File: src/rtl/sll_multicycle_if.sv
// Handshake bundle between the ALU issue logic and the multicycle left shifter.
interface sll_multicycle_if;
    logic        in_valid;
    logic        in_ready;
    logic [31:0] A;
    logic [4:0]  amount;
    logic        out_valid;
    logic        out_ready;
    logic [31:0] result;
    logic        lost;
    logic        busy;

    // Shifter side
    modport slave (
        input  in_valid, A, amount, out_ready,
        output in_ready, out_valid, result, lost, busy
    );

    // Issue-logic side
    modport master (
        output in_valid, A, amount, out_ready,
        input  in_ready, out_valid, result, lost, busy
    );
endinterface

File: src/rtl/sll_multicycle.sv
// Multicycle logical left shifter: resolves one shift-amount bit per clock
// (weights 16, 8, 4, 2, 1), fixed five-cycle latency, reports lost 1 bits.
module sll_multicycle (
    input  logic              clock,
    input  logic              reset,
    sll_multicycle_if.slave   bus
);

    typedef enum logic [1:0] {
        IDLE  = 2'd0,
        SHIFT = 2'd1,
        DONE  = 2'd2
    } state_t;

    state_t      state_q;
    logic [31:0] data_q;
    logic [4:0]  amt_q;
    logic [2:0]  step_q;
    logic        lost_q;
    logic        in_ready_q;
    logic        out_valid_q;
    logic        busy_q;

    logic        step_bit;
    logic [31:0] step_data;
    logic        step_lost;
    logic [31:0] data_d;
    logic        lost_d;

    // One shift step: pick the amount bit and shifted value for the current weight
    always_comb begin
        step_bit  = 1'b0;
        step_data = data_q;
        step_lost = 1'b0;
        case (step_q)
            3'd0: begin
                step_bit  = amt_q[4];
                step_data = {data_q[15:0], 16'b0};
                step_lost = |data_q[31:16];
            end
            3'd1: begin
                step_bit  = amt_q[3];
                step_data = {data_q[23:0], 8'b0};
                step_lost = |data_q[31:24];
            end
            3'd2: begin
                step_bit  = amt_q[2];
                step_data = {data_q[27:0], 4'b0};
                step_lost = |data_q[31:28];
            end
            3'd3: begin
                step_bit  = amt_q[1];
                step_data = {data_q[29:0], 2'b0};
                step_lost = |data_q[31:30];
            end
            3'd4: begin
                step_bit  = amt_q[0];
                step_data = {data_q[30:0], 1'b0};
                step_lost = data_q[31];
            end
            default: begin
                step_bit  = 1'b0;
                step_data = data_q;
                step_lost = 1'b0;
            end
        endcase
        data_d = step_bit ? step_data : data_q;
        lost_d = lost_q | (step_bit & step_lost);
    end

    // Control FSM with registered handshake outputs; no early exit for amount=0
    always_ff @(posedge clock or negedge reset) begin
        if (!reset) begin
            state_q     <= IDLE;
            data_q      <= 32'h0;
            amt_q       <= 5'd0;
            step_q      <= 3'd0;
            lost_q      <= 1'b0;
            in_ready_q  <= 1'b1;
            out_valid_q <= 1'b0;
            busy_q      <= 1'b0;
        end else begin
            case (state_q)
                IDLE: begin
                    if (bus.in_valid) begin
                        data_q     <= bus.A;
                        amt_q      <= bus.amount;
                        step_q     <= 3'd0;
                        lost_q     <= 1'b0;
                        state_q    <= SHIFT;
                        in_ready_q <= 1'b0;
                        busy_q     <= 1'b1;
                    end
                end
                SHIFT: begin
                    data_q <= data_d;
                    lost_q <= lost_d;
                    step_q <= step_q + 3'd1;
                    if (step_q == 3'd4) begin
                        state_q     <= DONE;
                        out_valid_q <= 1'b1;
                    end
                end
                DONE: begin
                    // Input offers are ignored here; only the output handshake matters
                    if (bus.out_ready) begin
                        state_q     <= IDLE;
                        out_valid_q <= 1'b0;
                        busy_q      <= 1'b0;
                        in_ready_q  <= 1'b1;
                    end
                end
                default: begin
                    state_q     <= IDLE;
                    in_ready_q  <= 1'b1;
                    out_valid_q <= 1'b0;
                    busy_q      <= 1'b0;
                end
            endcase
        end
    end

    assign bus.in_ready  = in_ready_q;
    assign bus.out_valid = out_valid_q;
    assign bus.busy      = busy_q;
    assign bus.result    = data_q;
    assign bus.lost      = lost_q;

endmodule

File: src/flat_wrapper.sv
// flat-port wrapper written by rule: the top's interface ports become plain ports
module sll_multicycle_flat 
  (clock, reset, bus_in_valid, bus_A, bus_amount, bus_out_ready, bus_in_ready, bus_out_valid, bus_result, bus_lost, bus_busy);
  sll_multicycle_if bus_i ();
  input  logic clock;
  input  logic reset;
  input wire logic [$bits(bus_i.in_valid)-1:0] bus_in_valid;
  input wire logic [$bits(bus_i.A)-1:0] bus_A;
  input wire logic [$bits(bus_i.amount)-1:0] bus_amount;
  input wire logic [$bits(bus_i.out_ready)-1:0] bus_out_ready;
  output wire logic [$bits(bus_i.in_ready)-1:0] bus_in_ready;
  output wire logic [$bits(bus_i.out_valid)-1:0] bus_out_valid;
  output wire logic [$bits(bus_i.result)-1:0] bus_result;
  output wire logic [$bits(bus_i.lost)-1:0] bus_lost;
  output wire logic [$bits(bus_i.busy)-1:0] bus_busy;
  assign bus_i.in_valid = bus_in_valid;
  assign bus_i.A = bus_A;
  assign bus_i.amount = bus_amount;
  assign bus_i.out_ready = bus_out_ready;
  assign bus_in_ready = bus_i.in_ready;
  assign bus_out_valid = bus_i.out_valid;
  assign bus_result = bus_i.result;
  assign bus_lost = bus_i.lost;
  assign bus_busy = bus_i.busy;
  sll_multicycle u_core (.clock(clock), .reset(reset), .bus(bus_i));
endmodule
File: config.mk
export PLATFORM = sky130hd
export DESIGN_NAME = sll_multicycle_flat
export DESIGN_NICKNAME = d
export VERILOG_FILES = /design/src/rtl/sll_multicycle_if.sv /design/src/rtl/sll_multicycle.sv /design/src/flat_wrapper.sv
export SDC_FILE = /design/constraint.sdc
export NUM_CORES = 1
export LEC_CHECK = 0
export ABC_AREA = 1
export CORE_ASPECT_RATIO = 0.5
export CORE_MARGIN = 2
export CORE_UTILIZATION = 56
export DETAILED_ROUTE_END_ITERATION = 10
export PLACE_DENSITY = 0.86
export SETUP_SLACK_MARGIN = 0.4
export SLEW_MARGIN = 20
export SYNTH_ARGS = -nofsm -noshare
export SYNTH_HDL_FRONTEND = slang
export SYNTH_SLANG_ARGS = --single-unit
File: constraint.sdc
create_clock -name clock -period 6.1 [get_ports clock]
set_input_delay 0.61 -clock clock [delete_from_list [all_inputs] [get_ports clock]]
set_output_delay 0.61 -clock clock [all_outputs]
set_load 0.01 [all_outputs]
# Word level (Yosys, flattened, before mapping)
# Cells that the tools add are included.
# totals
wordCells	58
input_bits	41
out_inout_bits	36
ff_bits	46
# op_classes
bitwise	4
eq_ne	11
n_reduce_logical	13
mux	21
n_addsub	1
# ops
operator	n
32-bit case mux with 5 select lines	1
32-bit two-way mux	2
32-bit case mux with 2 select lines	1
16-bit OR reduction	1
1-bit case mux with 5 select lines	2
1-bit case mux with 3 select lines	3
3-bit AND reduction	3
8-bit OR reduction	1
3-bit by 2-bit equality test with 1-bit output, second input constant	2
2-bit two-way mux	3
6-bit by 5-bit != test with 1-bit output, second input constant	1
2-bit case mux with 3 select lines	1
3-bit case mux with 2 select lines	1
1-bit two-way mux	5
2-bit by 1-bit != test with 1-bit output, second input constant	2
2-bit != test, second input constant	2
2-bit AND reduction	2
4-bit AND reduction	1
4-bit OR reduction	1
3-bit by 1-bit adder with 3-bit output, second input constant	1
3-bit by 1-bit equality test with 1-bit output, second input constant	1
3-bit equality test, second input constant	1
3-bit logical NOT	1
3-bit two-way mux	1
other kinds (9)	10

# Logic depth before layout (Yosys ltp)
# depth
word_depth	5
depth_mapped	15
mapped_depth_nobuf	13

# Worst setup path before layout
# No wires, ideal clock.
# synth_timing
kind	reg-to-reg
from	register u_core.step_q[2]
to	register u_core.data_q[13], in the netlist u_core.bus.result[13]
setup_ns	0.065
path_stages_with_launch	14
setup_slack_ns	4.149
required_ns	6.035
period_less_slack_ns	1.951
n_path_buf	5
arrival_time_ns	1.886
path_cell_list	dfrtp_1 > buf_6 > inv_4 > buf_4 > buf_2 > ha_1 > buf_2 > buf_2 > nand2_1 > o21ai_0 > nor2_1 > o21ai_0 > nand3_1 > nand2_1
# synth_via
elab_chain_len	4
elab_cells_between_ends	12
classes_between	6 x eq/ne; 4 x mux; 2 x reduce/logical
# synth_rtl
item	line_no	source
start, declared	sll_multicycle.sv:18	logic [2:0] step_q;
start signal, assigned	sll_multicycle.sv:98	step_q <= step_q + 3'd1;
3-bit equality test (tied with other cells)	sll_multicycle.sv:35	case (step_q)
1-bit case mux with 5 select lines or 32-bit case mux with 5 select lines (tied branches)	sll_multicycle.sv:35	
2-bit by 1-bit != test with 1-bit output (no line) or 32-bit two-way mux (tied branches)	--	
4-bit AND reduction (no line) or 32-bit case mux with 2 select lines (tied branches)	--	
end signal, assigned	sll_multicycle.sv:86	data_q <= bus.A;
end signal, assigned	sll_multicycle.sv:96	data_q <= data_d;
end, declared	sll_multicycle.sv:16	logic [31:0] data_q;
# Several ways; a longest one is shown, not always the timed one. The select of a mux whose other input is x is not followed.
# A chain may end at the register's enable or synchronous reset.

# Worst setup path in the final report
# layout_timing
from	register u_core.step_q[1]
to	register u_core.data_q[2], in the netlist u_core.bus.result[2]
# The elaborated chain is that of the path after synthesis.

==> qor.yml <==
placement:
  dp_hpwl_mm: 7.482
  io_buffers: 76
  gp_congestion: 0.8945
clock_tree:
  clk_latency_ps: 300
  cts.sinks: 46
  cts_resized: 0
  cts_buffer_depth: 2
  cts_htree_levels: 2
  cts_setup_buffers: 0
  clkTransAtPathRegs_ps: 60
  cts_hold_buf: 0
  cts_tree: "built"
  cts_root_buf: "clkbuf_16"
  cts_buffers: 5
global_route:
  grt_max_degree: 47
  antenna_found_initial: 0
  grt_pass1_vias: 3535
  grt_use_met1_pct: 44.33
  grt-busiest-layer: "met2"
  grt_use_met3_pct: 7.026
  grt_pass1_wl_mm: 17.60
  grt_use_met2_pct: 47.29
  grt_usage_pct: 30.70
  gr-total-overflow: 0
layout:
  regArea_sq_mm: 0.001152
  drive_gt1_share_pct: 5.697
  multiInputGateArea_sq_mm: 0.002106
  area_delta_synth_final_pct: 22.49
  layout_common_cells: "nand2_1 (260), nand3_1 (84), clkdlybuf4s50_1 (75)"
  fillers: 530
  final_common_cell: "nand2_1"
  antenna_cells: 0
  fin_nets: 712
floorplan:
  core_area_sq_mm: 0.006256
  die_width_um: 119.4
  io_pins: 77
  die_h_um: 61.69
  dieArea_sq_mm: 0.007364
  rows: 20
  start_util_pct: 59.58
synth:
  synth_edf_count: 0
  ys_ff_latch: 46
  synth_area_sq_mm: 0.003727
  async_flop_share_pct: 100.0
  syn_inst: 615
  ys_seq_area_share_pct: 30.92
  ys_warn_count: 0
  synth_ff_type: "dfrtp_1"
  yosysUniqueCellTypes: 27
  synth_area_per_cell_sq_um: 6.061
  syn_nets: 661
pwr:
  power_frac_comb_pct: 65.5
  p_int_mw: 1.259
  pwr-share-seq_pct: 23.0
  clkPwrFrac_pct: 11.5
  swShare_pct: 54.44
  p_switching_mw: 1.504
  ir_drop_uv: 356.8
  power-per-cell-area_mw_per_mm2: 605.1
  cellLeakagePower_nw: 2.381
timing:
  finalMaxSlewViolations: 0
  timing.hold.ws_ps: 329.3
  period_minus_slack_ps: 3206
  fin_skew_ps: 4.558
  worst_pin_slew_ps: 1015
  setup_tns_ps: 0
  rsz0062_at_grt: "no"
  hold_viol: 0
  period_share_pct: 52.56
  finalSetupViolations: 0
  relSlewSlack_pct: 32.17
  fmax_mhz: 311.9
worst_setup_path:
  crit_type: "reg -> reg"
  cp.required_ps: 6280
  startpoint_type: "register"
  cp_max_fo: 33
  cp-end-kind: "register"
  ff2ff_path_depth: 10
  arrival_ps: 3390
drt:
  drc: 0
  totalWireLength_mm: 10.98
  drt_iter0_markers: 479
  routedWlPerCell_um: 14.55
  vias: 4194
  avgViaCountPerCell: 5.555
  postRouteAntennaNets: 0
  drt_pass1_iterations: 7
run:
  max_cap_viol_count: 0
run_status:
  status: "finished clean"
worst_hold_path:
  hold_class: "in -> async"
## final cells by class
type	count	share of cell area [%]
sequential	46	25.24
timing repair buffer	78	16.94
tap	88	2.412
clock inverter	2	0.8221
multi-input combinational	467	46.12
clock buffer	6	2.823
inverter	68	5.645
## power groups by stage
| stage | combinational, mW | sequential [mW] | clock, mW |
|---|---|---|---|
| CTS | 1.78 | 0.628 | 0.317 |
| floorplan | 1.33 | 0.620 | 0 |
| global route | 2.01 | 0.649 | 0.338 |
| global placement | 1.73 | 0.628 | 0 |
| finish | 1.81 | 0.635 | 0.317 |
| detailed placement | 1.77 | 0.629 | 0 |
## per-stage QoR
stage	cell area, sq um	total power [mW]	worst slack (ps)	cells	util [%]
floorplan	3727	1.953	4149	615	-
global placement	4397	2.357	3103	747	70.28
detailed placement	4397	2.397	3010	747	70.28
CTS	4563	2.726	2982	755	72.94
global route	4566	2.995	2695	755	72.98
finish	4566	2.763	2894	755	72.98
## worst paths after layout
check / from / to / slack [ps]
max reg2reg: u_core.step_q[1] / u_core.bus.result[2] / 2890
min: reset / u_core.amt_q[2] / 330
min in group clock: u_core.bus.in_ready / u_core.bus.in_ready / 470
max in group asynchronous: reset / u_core.bus.result[31] / 5360
max: u_core.step_q[1] / u_core.bus.result[2] / 2890
min reg2reg: u_core.bus.in_ready / u_core.bus.in_ready / 470
## cells by family after synthesis
| family | Yosys count | share of synthesized area, % |
|---|---|---|
| compound gates | 59 | 8.862 |
| fa+ha+maj | 5 | 1.678 |
| buf+inv | 102 | 12.59 |
| flops | 46 | 30.92 |
| simple gates | 403 | 45.95 |
## registers in the layout, indices dropped and copies added, names as in the netlist
name,count
u_core.amt_q,5
u_core.bus.busy,1
u_core.bus.in_ready,1
u_core.bus.lost,1
u_core.bus.out_valid,1
u_core.bus.result,32
u_core.state_q,2
u_core.step_q,3
## synthesized netlist by cell type, types with 5 or more instances
master / count / share of area [%]
nand2_1: 260 / 26
nand3_1: 84 / 11
inv_1: 63 / 6.3
dfrtp_1: 45 / 30
o21ai_0: 43 / 5.8
nor2_1: 35 / 3.5
buf_2: 21 / 2.8
nand2_2: 13 / 2.2
a21oi_1: 6 / 0.81
clkbuf_1: 6 / 0.60
ha_1: 5 / 1.7
## critical path, cell delays in order, from the launching register on
cell	delay, ps
dfrtp_1	400
inv_1	130
ha_1	240
nand2_1	600
nand2_1	320
inv_1	100
a31oi_4	420
buf_4	340
nand2_4	290
nand2_1	170
nand2_1	60
## per-layer routing
layer	vias to the layer above	share of wire, %
li1	2016	-
met4	0	1.8
met1	1893	44
met5	-	0
met2	256	43
met3	29	11
Power figures use the tool's default switching activity.
